--- src/rtl/des_round_engine.sv ---
// des_round_engine
//   Iterative DES datapath: one Feistel round per clock on a 64-bit block,
//   with round keys k1..k16 supplied (already ordered) by the key schedule.
//
//   state | meaning
//   ------+-----------------------------------------------------------
//   IDLE  | waiting for a block, in_ready=1
//   ROUND | one Feistel round per edge, keys selected by round (1..16)
//   DONE  | out_valid=1, data_out = FP({R,L}) held until out_ready
//
// Ports
//   clk, rst_n           clock, async active-low reset
//   in_valid/in_ready    input handshake, data_in (bit 63 = DES bit 1)
//   k1..k16              48-bit round keys (bit 47 = key bit 1), must be
//                        stable from accept until the last round edge
//   out_valid/out_ready  output handshake, data_out (same numbering)
//   busy                 high while in ROUND
module des_round_engine (
  input  logic        clk,
  input  logic        rst_n,
  input  logic        in_valid,
  output logic        in_ready,
  input  logic [63:0] data_in,
  input  logic [47:0] k1,
  input  logic [47:0] k2,
  input  logic [47:0] k3,
  input  logic [47:0] k4,
  input  logic [47:0] k5,
  input  logic [47:0] k6,
  input  logic [47:0] k7,
  input  logic [47:0] k8,
  input  logic [47:0] k9,
  input  logic [47:0] k10,
  input  logic [47:0] k11,
  input  logic [47:0] k12,
  input  logic [47:0] k13,
  input  logic [47:0] k14,
  input  logic [47:0] k15,
  input  logic [47:0] k16,
  output logic        out_valid,
  input  logic        out_ready,
  output logic [63:0] data_out,
  output logic        busy
);

  typedef enum logic [1:0] {IDLE, ROUND, DONE} state_t;

  // Tables use DES 1-based bit numbers; bit n lives at vector index width-n.
  localparam int IP_T [64] = '{
    58, 50, 42, 34, 26, 18, 10,  2,  60, 52, 44, 36, 28, 20, 12,  4,
    62, 54, 46, 38, 30, 22, 14,  6,  64, 56, 48, 40, 32, 24, 16,  8,
    57, 49, 41, 33, 25, 17,  9,  1,  59, 51, 43, 35, 27, 19, 11,  3,
    61, 53, 45, 37, 29, 21, 13,  5,  63, 55, 47, 39, 31, 23, 15,  7};

  localparam int FP_T [64] = '{
    40,  8, 48, 16, 56, 24, 64, 32,  39,  7, 47, 15, 55, 23, 63, 31,
    38,  6, 46, 14, 54, 22, 62, 30,  37,  5, 45, 13, 53, 21, 61, 29,
    36,  4, 44, 12, 52, 20, 60, 28,  35,  3, 43, 11, 51, 19, 59, 27,
    34,  2, 42, 10, 50, 18, 58, 26,  33,  1, 41,  9, 49, 17, 57, 25};

  localparam int E_T [48] = '{
    32,  1,  2,  3,  4,  5,   4,  5,  6,  7,  8,  9,
     8,  9, 10, 11, 12, 13,  12, 13, 14, 15, 16, 17,
    16, 17, 18, 19, 20, 21,  20, 21, 22, 23, 24, 25,
    24, 25, 26, 27, 28, 29,  28, 29, 30, 31, 32,  1};

  localparam int P_T [32] = '{
    16,  7, 20, 21, 29, 12, 28, 17,   1, 15, 23, 26,  5, 18, 31, 10,
     2,  8, 24, 14, 32, 27,  3,  9,  19, 13, 30,  6, 22, 11,  4, 25};

  // Entry index = row*16 + column, row = {b1,b6}, column = b2..b5.
  localparam int SBOX [8][64] = '{
    '{14, 4,13, 1, 2,15,11, 8, 3,10, 6,12, 5, 9, 0, 7,
       0,15, 7, 4,14, 2,13, 1,10, 6,12,11, 9, 5, 3, 8,
       4, 1,14, 8,13, 6, 2,11,15,12, 9, 7, 3,10, 5, 0,
      15,12, 8, 2, 4, 9, 1, 7, 5,11, 3,14,10, 0, 6,13},
    '{15, 1, 8,14, 6,11, 3, 4, 9, 7, 2,13,12, 0, 5,10,
       3,13, 4, 7,15, 2, 8,14,12, 0, 1,10, 6, 9,11, 5,
       0,14, 7,11,10, 4,13, 1, 5, 8,12, 6, 9, 3, 2,15,
      13, 8,10, 1, 3,15, 4, 2,11, 6, 7,12, 0, 5,14, 9},
    '{10, 0, 9,14, 6, 3,15, 5, 1,13,12, 7,11, 4, 2, 8,
      13, 7, 0, 9, 3, 4, 6,10, 2, 8, 5,14,12,11,15, 1,
      13, 6, 4, 9, 8,15, 3, 0,11, 1, 2,12, 5,10,14, 7,
       1,10,13, 0, 6, 9, 8, 7, 4,15,14, 3,11, 5, 2,12},
    '{ 7,13,14, 3, 0, 6, 9,10, 1, 2, 8, 5,11,12, 4,15,
      13, 8,11, 5, 6,15, 0, 3, 4, 7, 2,12, 1,10,14, 9,
      10, 6, 9, 0,12,11, 7,13,15, 1, 3,14, 5, 2, 8, 4,
       3,15, 0, 6,10, 1,13, 8, 9, 4, 5,11,12, 7, 2,14},
    '{ 2,12, 4, 1, 7,10,11, 6, 8, 5, 3,15,13, 0,14, 9,
      14,11, 2,12, 4, 7,13, 1, 5, 0,15,10, 3, 9, 8, 6,
       4, 2, 1,11,10,13, 7, 8,15, 9,12, 5, 6, 3, 0,14,
      11, 8,12, 7, 1,14, 2,13, 6,15, 0, 9,10, 4, 5, 3},
    '{12, 1,10,15, 9, 2, 6, 8, 0,13, 3, 4,14, 7, 5,11,
      10,15, 4, 2, 7,12, 9, 5, 6, 1,13,14, 0,11, 3, 8,
       9,14,15, 5, 2, 8,12, 3, 7, 0, 4,10, 1,13,11, 6,
       4, 3, 2,12, 9, 5,15,10,11,14, 1, 7, 6, 0, 8,13},
    '{ 4,11, 2,14,15, 0, 8,13, 3,12, 9, 7, 5,10, 6, 1,
      13, 0,11, 7, 4, 9, 1,10,14, 3, 5,12, 2,15, 8, 6,
       1, 4,11,13,12, 3, 7,14,10,15, 6, 8, 0, 5, 9, 2,
       6,11,13, 8, 1, 4,10, 7, 9, 5, 0,15,14, 2, 3,12},
    '{13, 2, 8, 4, 6,15,11, 1,10, 9, 3,14, 5, 0,12, 7,
       1,15,13, 8,10, 3, 7, 4,12, 5, 6,11, 0,14, 9, 2,
       7,11, 4, 1, 9,12,14, 2, 0, 6,10,13,15, 3, 5, 8,
       2, 1,14, 7, 4,10, 8,13,15,12, 9, 0, 3, 5, 6,11}};

  function automatic logic [63:0] ip_perm(input logic [63:0] x);
    logic [63:0] y;
    for (int i = 0; i < 64; i++) y[6'(63 - i)] = x[6'(64 - IP_T[i])];
    return y;
  endfunction

  function automatic logic [63:0] fp_perm(input logic [63:0] x);
    logic [63:0] y;
    for (int i = 0; i < 64; i++) y[6'(63 - i)] = x[6'(64 - FP_T[i])];
    return y;
  endfunction

  function automatic logic [31:0] f_func(input logic [31:0] rin, input logic [47:0] key);
    logic [47:0] x;
    logic [31:0] s;
    logic [31:0] y;
    logic [5:0]  six;
    for (int i = 0; i < 48; i++) x[6'(47 - i)] = rin[5'(32 - E_T[i])];
    x = x ^ key;
    for (int b = 0; b < 8; b++) begin
      six = x[6'(47 - 6 * b) -: 6];
      s[5'(31 - 4 * b) -: 4] = 4'(SBOX[3'(b)][{six[5], six[0], six[4:1]}]);
    end
    for (int i = 0; i < 32; i++) y[5'(31 - i)] = s[5'(32 - P_T[i])];
    return y;
  endfunction

  state_t      state_q, state_d;
  logic [31:0] l_q, r_q;
  // Holds 1..16 directly, so it needs a fifth bit; 0 only after reset.
  logic [4:0]  round_q;
  logic [47:0] rkey;
  logic [63:0] ip_data;
  logic [31:0] f_out;

  always_comb begin
    case (round_q)
      5'd1:    rkey = k1;
      5'd2:    rkey = k2;
      5'd3:    rkey = k3;
      5'd4:    rkey = k4;
      5'd5:    rkey = k5;
      5'd6:    rkey = k6;
      5'd7:    rkey = k7;
      5'd8:    rkey = k8;
      5'd9:    rkey = k9;
      5'd10:   rkey = k10;
      5'd11:   rkey = k11;
      5'd12:   rkey = k12;
      5'd13:   rkey = k13;
      5'd14:   rkey = k14;
      5'd15:   rkey = k15;
      5'd16:   rkey = k16;
      default: rkey = k1;
    endcase
  end

  assign ip_data  = ip_perm(data_in);
  assign f_out    = f_func(r_q, rkey);
  // Output comes straight from the state registers, so it is stable in DONE.
  assign data_out = fp_perm({r_q, l_q});

  always_ff @(posedge clk or negedge rst_n) begin
    if (!rst_n) state_q <= IDLE;
    else        state_q <= state_d;
  end

  always_comb begin
    state_d   = state_q;
    in_ready  = 1'b0;
    out_valid = 1'b0;
    busy      = 1'b0;
    case (state_q)
      IDLE: begin
        in_ready = 1'b1;
        if (in_valid) state_d = ROUND;
      end
      ROUND: begin
        busy = 1'b1;
        if (round_q == 5'd16) state_d = DONE;
      end
      DONE: begin
        out_valid = 1'b1;
        if (out_ready) state_d = IDLE;
      end
      default: state_d = IDLE;
    endcase
  end

  always_ff @(posedge clk or negedge rst_n) begin
    if (!rst_n) begin
      l_q     <= '0;
      r_q     <= '0;
      round_q <= '0;
    end else begin
      case (state_q)
        IDLE: begin
          if (in_valid) begin
            l_q     <= ip_data[63:32];
            r_q     <= ip_data[31:0];
            round_q <= 5'd1;
          end
        end
        ROUND: begin
          l_q <= r_q;
          r_q <= l_q ^ f_out;
          // Stop at 16 rather than wrapping; the FSM leaves ROUND here.
          if (round_q != 5'd16) round_q <= round_q + 5'd1;
        end
        default: ;
      endcase
    end
  end

endmodule

--- config.mk ---
export PLATFORM = sky130hd
export DESIGN_NAME = des_round_engine
export DESIGN_NICKNAME = d
export VERILOG_FILES = /design/src/rtl/des_round_engine.sv
export SDC_FILE = /design/constraint.sdc
export NUM_CORES = 1
export LEC_CHECK = 0
export CAP_MARGIN = 20
export CORE_AREA = 10 10 347 349
export CTS_BUF_LIST = sky130_fd_sc_hd__clkbuf_8 sky130_fd_sc_hd__clkbuf_16
export DETAILED_ROUTE_END_ITERATION = 12
export DIE_AREA = 0 0 357 359
export PLACE_DENSITY = 0.36
export SYNTH_ARGS = -nofsm -noshare
export SYNTH_HDL_FRONTEND = slang
export SYNTH_SLANG_ARGS = --single-unit
--- constraint.sdc ---
create_clock -name clk -period 1.6 [get_ports clk]
set_input_delay 0.32 -clock clk [delete_from_list [all_inputs] [get_ports clk]]
set_output_delay 0.32 -clock clk [all_outputs]
set_load 0.01 [all_outputs]
==> out/results.ini <==
[power_and_ir_drop]
p_leak_nw = 1.33
power_frac_seq_pct = 36.3
power_mw = 3.69
power_switching_mw = 1.30
power-per-cell-area_nw_per_um2 = 861
irDropWorstVdd_mv = 0.338
swShare_pct = 35.3
comb_power_share_pct = 33.0
p_int_mw = 2.39
clkPwrFrac_pct = 30.6

[routing]
viasPerCell = 0.703
vias = 1209
wl_per_cell_um = 4.08
drt-pass1-iter-count = 5
drc_errors = 0
final_antenna_net_count = 0
routed_wirelength_um = 7010
drt-initial-drc-count = 33

[synthesis]
syn_area_um2 = 1910
yosys_warnings = 0
ys_seq_area_share_pct = 51.2
synth.distinct_cells = 29
netlist_instances = 155
syn_area_per_cell_um2 = 12.3
yosys_register_bits = 39

[clock_network]
cts_tree = yes
path_clk_slew_ns = 0.08
ctsHtreeMaxLevel = 2
post_cts_buffers = 0
cts_buffers = 5
clk_path_buf_depth = 2
cts-root-buf = clkbuf_16
clk-insertion-delay-late_ns = 0.32
cts.sinks = 39

[grt]
grt_pass1_vias = 1371
grt_pass1_wl_um = 9680
overflow = 0
grt_max_degree = 40
antenna_found_initial = 3
grt_use_met2_pct = 1.21
use_met3_pct = 0.845
grt-busiest-layer = met1
grt_use_total_pct = 1.14
grt_use_met1_pct = 1.67

[run_status]
status = complete, no violations

[floorplanning]
row_count = 124
core-area_um2 = 114000
die_h_um = 359
die-width_um = 357
io_pins = 903
initial_utilization_pct = 1.68
die_area_um2 = 128000

[final_layout]
syn2layout_area_growth_pct = 125
ff_latch_area_um2 = 976
layout.nets = 1043
multi_input_area_um2 = 717
mostFrequentLayoutCells = conb_1 (48), dfrtp_1 (39), clkdlybuf4s50_1 (26)
mostFrequentLayoutCell = conb_1
num-fill-cells = 13530
drive_above_1_share_pct = 14.6

[placed_design]
dpl.hpwl_um = 5400
gp_congestion = 0.589
io_buffers = 38

[worst_setup_path]
crit_type = reg2out
cp-start-kind = flip-flop
crit_required_ns = 1.28
arrival_ns = 1.22
critPathCaptureType = output pin
path_max_fanout = 4

[sta]
slew_violations = 0
finalSetupViolCount = 0
post-route-min-period_ns = 1.54
finalClockSkew_ns = 0.0202
finalSetupTns_ns = 0
timing.final.crit_share_pct = 96.5
hold_violations = 0
timing.fmax_ghz = 0.648
rsz0062_at_grt = no

[run]
drv_cap = 0

[worst_hold_path]
hold_class = in2async

-- path summary, 6_finish.rpt --
kind | start | end | slack, ns | depth (start not counted)
setup / recovery | state_q[1] | in_ready | 0.06 | 3
hold / removal | rst_n | l_q[23] | 0.48 | 3
setup reg to reg | state_q[0] | l_q[29] | 0.17 | 4
hold reg to reg | r_q[6] | l_q[6] | 0.49 | 1
max in group asynchronous | rst_n | r_q[13] | 0.84 | 3
min in group clk | r_q[6] | l_q[6] | 0.49 | 1
-- state kept, by name, indices dropped and copies added (netlist names) --
name	cells
r_q	16
round_q	5
state_q	2
l_q	16
-- critical path, cell delays in order, from the launching register on --
cell           delay (ns)
dfrtp_1              0.37
buf_4                0.15
nor2_1               0.09
dlygate4sd2_1        0.32
-- per-layer routing --
metal	up-vias	wire length, um	share of wire (%)
met3	5	674	9.6
met2	74	2100	30
met5	-	0	0
li1	537	-	-
met1	593	4170	60
met4	0	61	0.87
-- per-stage QoR --
stage	area, um^2	hold WS, ns	util (%)	setup WS (ns)	cells
floorplan	2080	0.0244	-	0.255	202
global placement	4120	0.301	3.63	-0.105	1709
detailed placement	4120	0.313	3.63	-0.145	1709
CTS	4270	0.473	3.76	0.00457	1718
global route	4290	0.489	3.77	0.00272	1718
finish	4290	0.478	3.78	0.0568	1719
-- cell families after synthesis --
kind of cell,after synthesis,share of synthesized area [%]
compound gates,24,10.6
xor+xnor,2,0.919
fa+ha+maj,2,1.31
buf+inv,58,21.3
flops,39,51.2
mux,17,10.2
other cells,1,0.197
simple gates,12,4.20
-- cell usage after synthesis (all sizes together) --
cell,n,area [um^2]
xor2,1,8.76
nand2b,1,6.26
o31ai,1,7.51
a211oi,2,15.0
nor2,1,3.75
nand2,1,3.75
nand3,3,15.0
xnor2,1,8.76
mux2,17,195
or2,1,6.26
inv,5,18.8
conb,1,3.75
nand4bb,1,11.3
buf,53,388
o2bb2ai,1,8.76
ha,2,25.0
a31o,1,8.76
nor3b,1,12.5
a21oi,1,5.00
dfrtp,39,976
a22o,16,140
and2,1,8.76
o22ai,1,6.26
o21bai,1,11.3
nor2b,2,12.5
-- cell type report --
type / count / share of cell area, %
Antenna cell: 1 / 0.0583
Clock buffer: 5 / 2.92
Clock inverter: 3 / 0.379
Inverter: 5 / 0.438
Multi-Input combinational cell: 105 / 16.7
Sequential cell: 39 / 22.8
Tap cell: 1512 / 44.1
Timing Repair Buffer: 49 / 12.6
-- power by group through the flow --
stage | sequential [mW] | combinational [mW] | clock, mW
2_1_floorplan | 1.36 | 0.671 | 0
3_3_place_gp | 1.35 | 1.26 | 0
3_5_place_dp | 1.36 | 1.28 | 0
4_1_cts | 1.34 | 1.27 | 1.23
5_1_grt | 1.37 | 1.35 | 1.28
6_report | 1.34 | 1.22 | 1.13
-- timing repair --
action,CTS,global route
endpoints found under the hold margin,16,0
gates cloned,0,0
gates resized for setup,3,7
endpoints found under the setup margin,3,7
hold buffers,1,0
(Power assumes the default switching activity.)
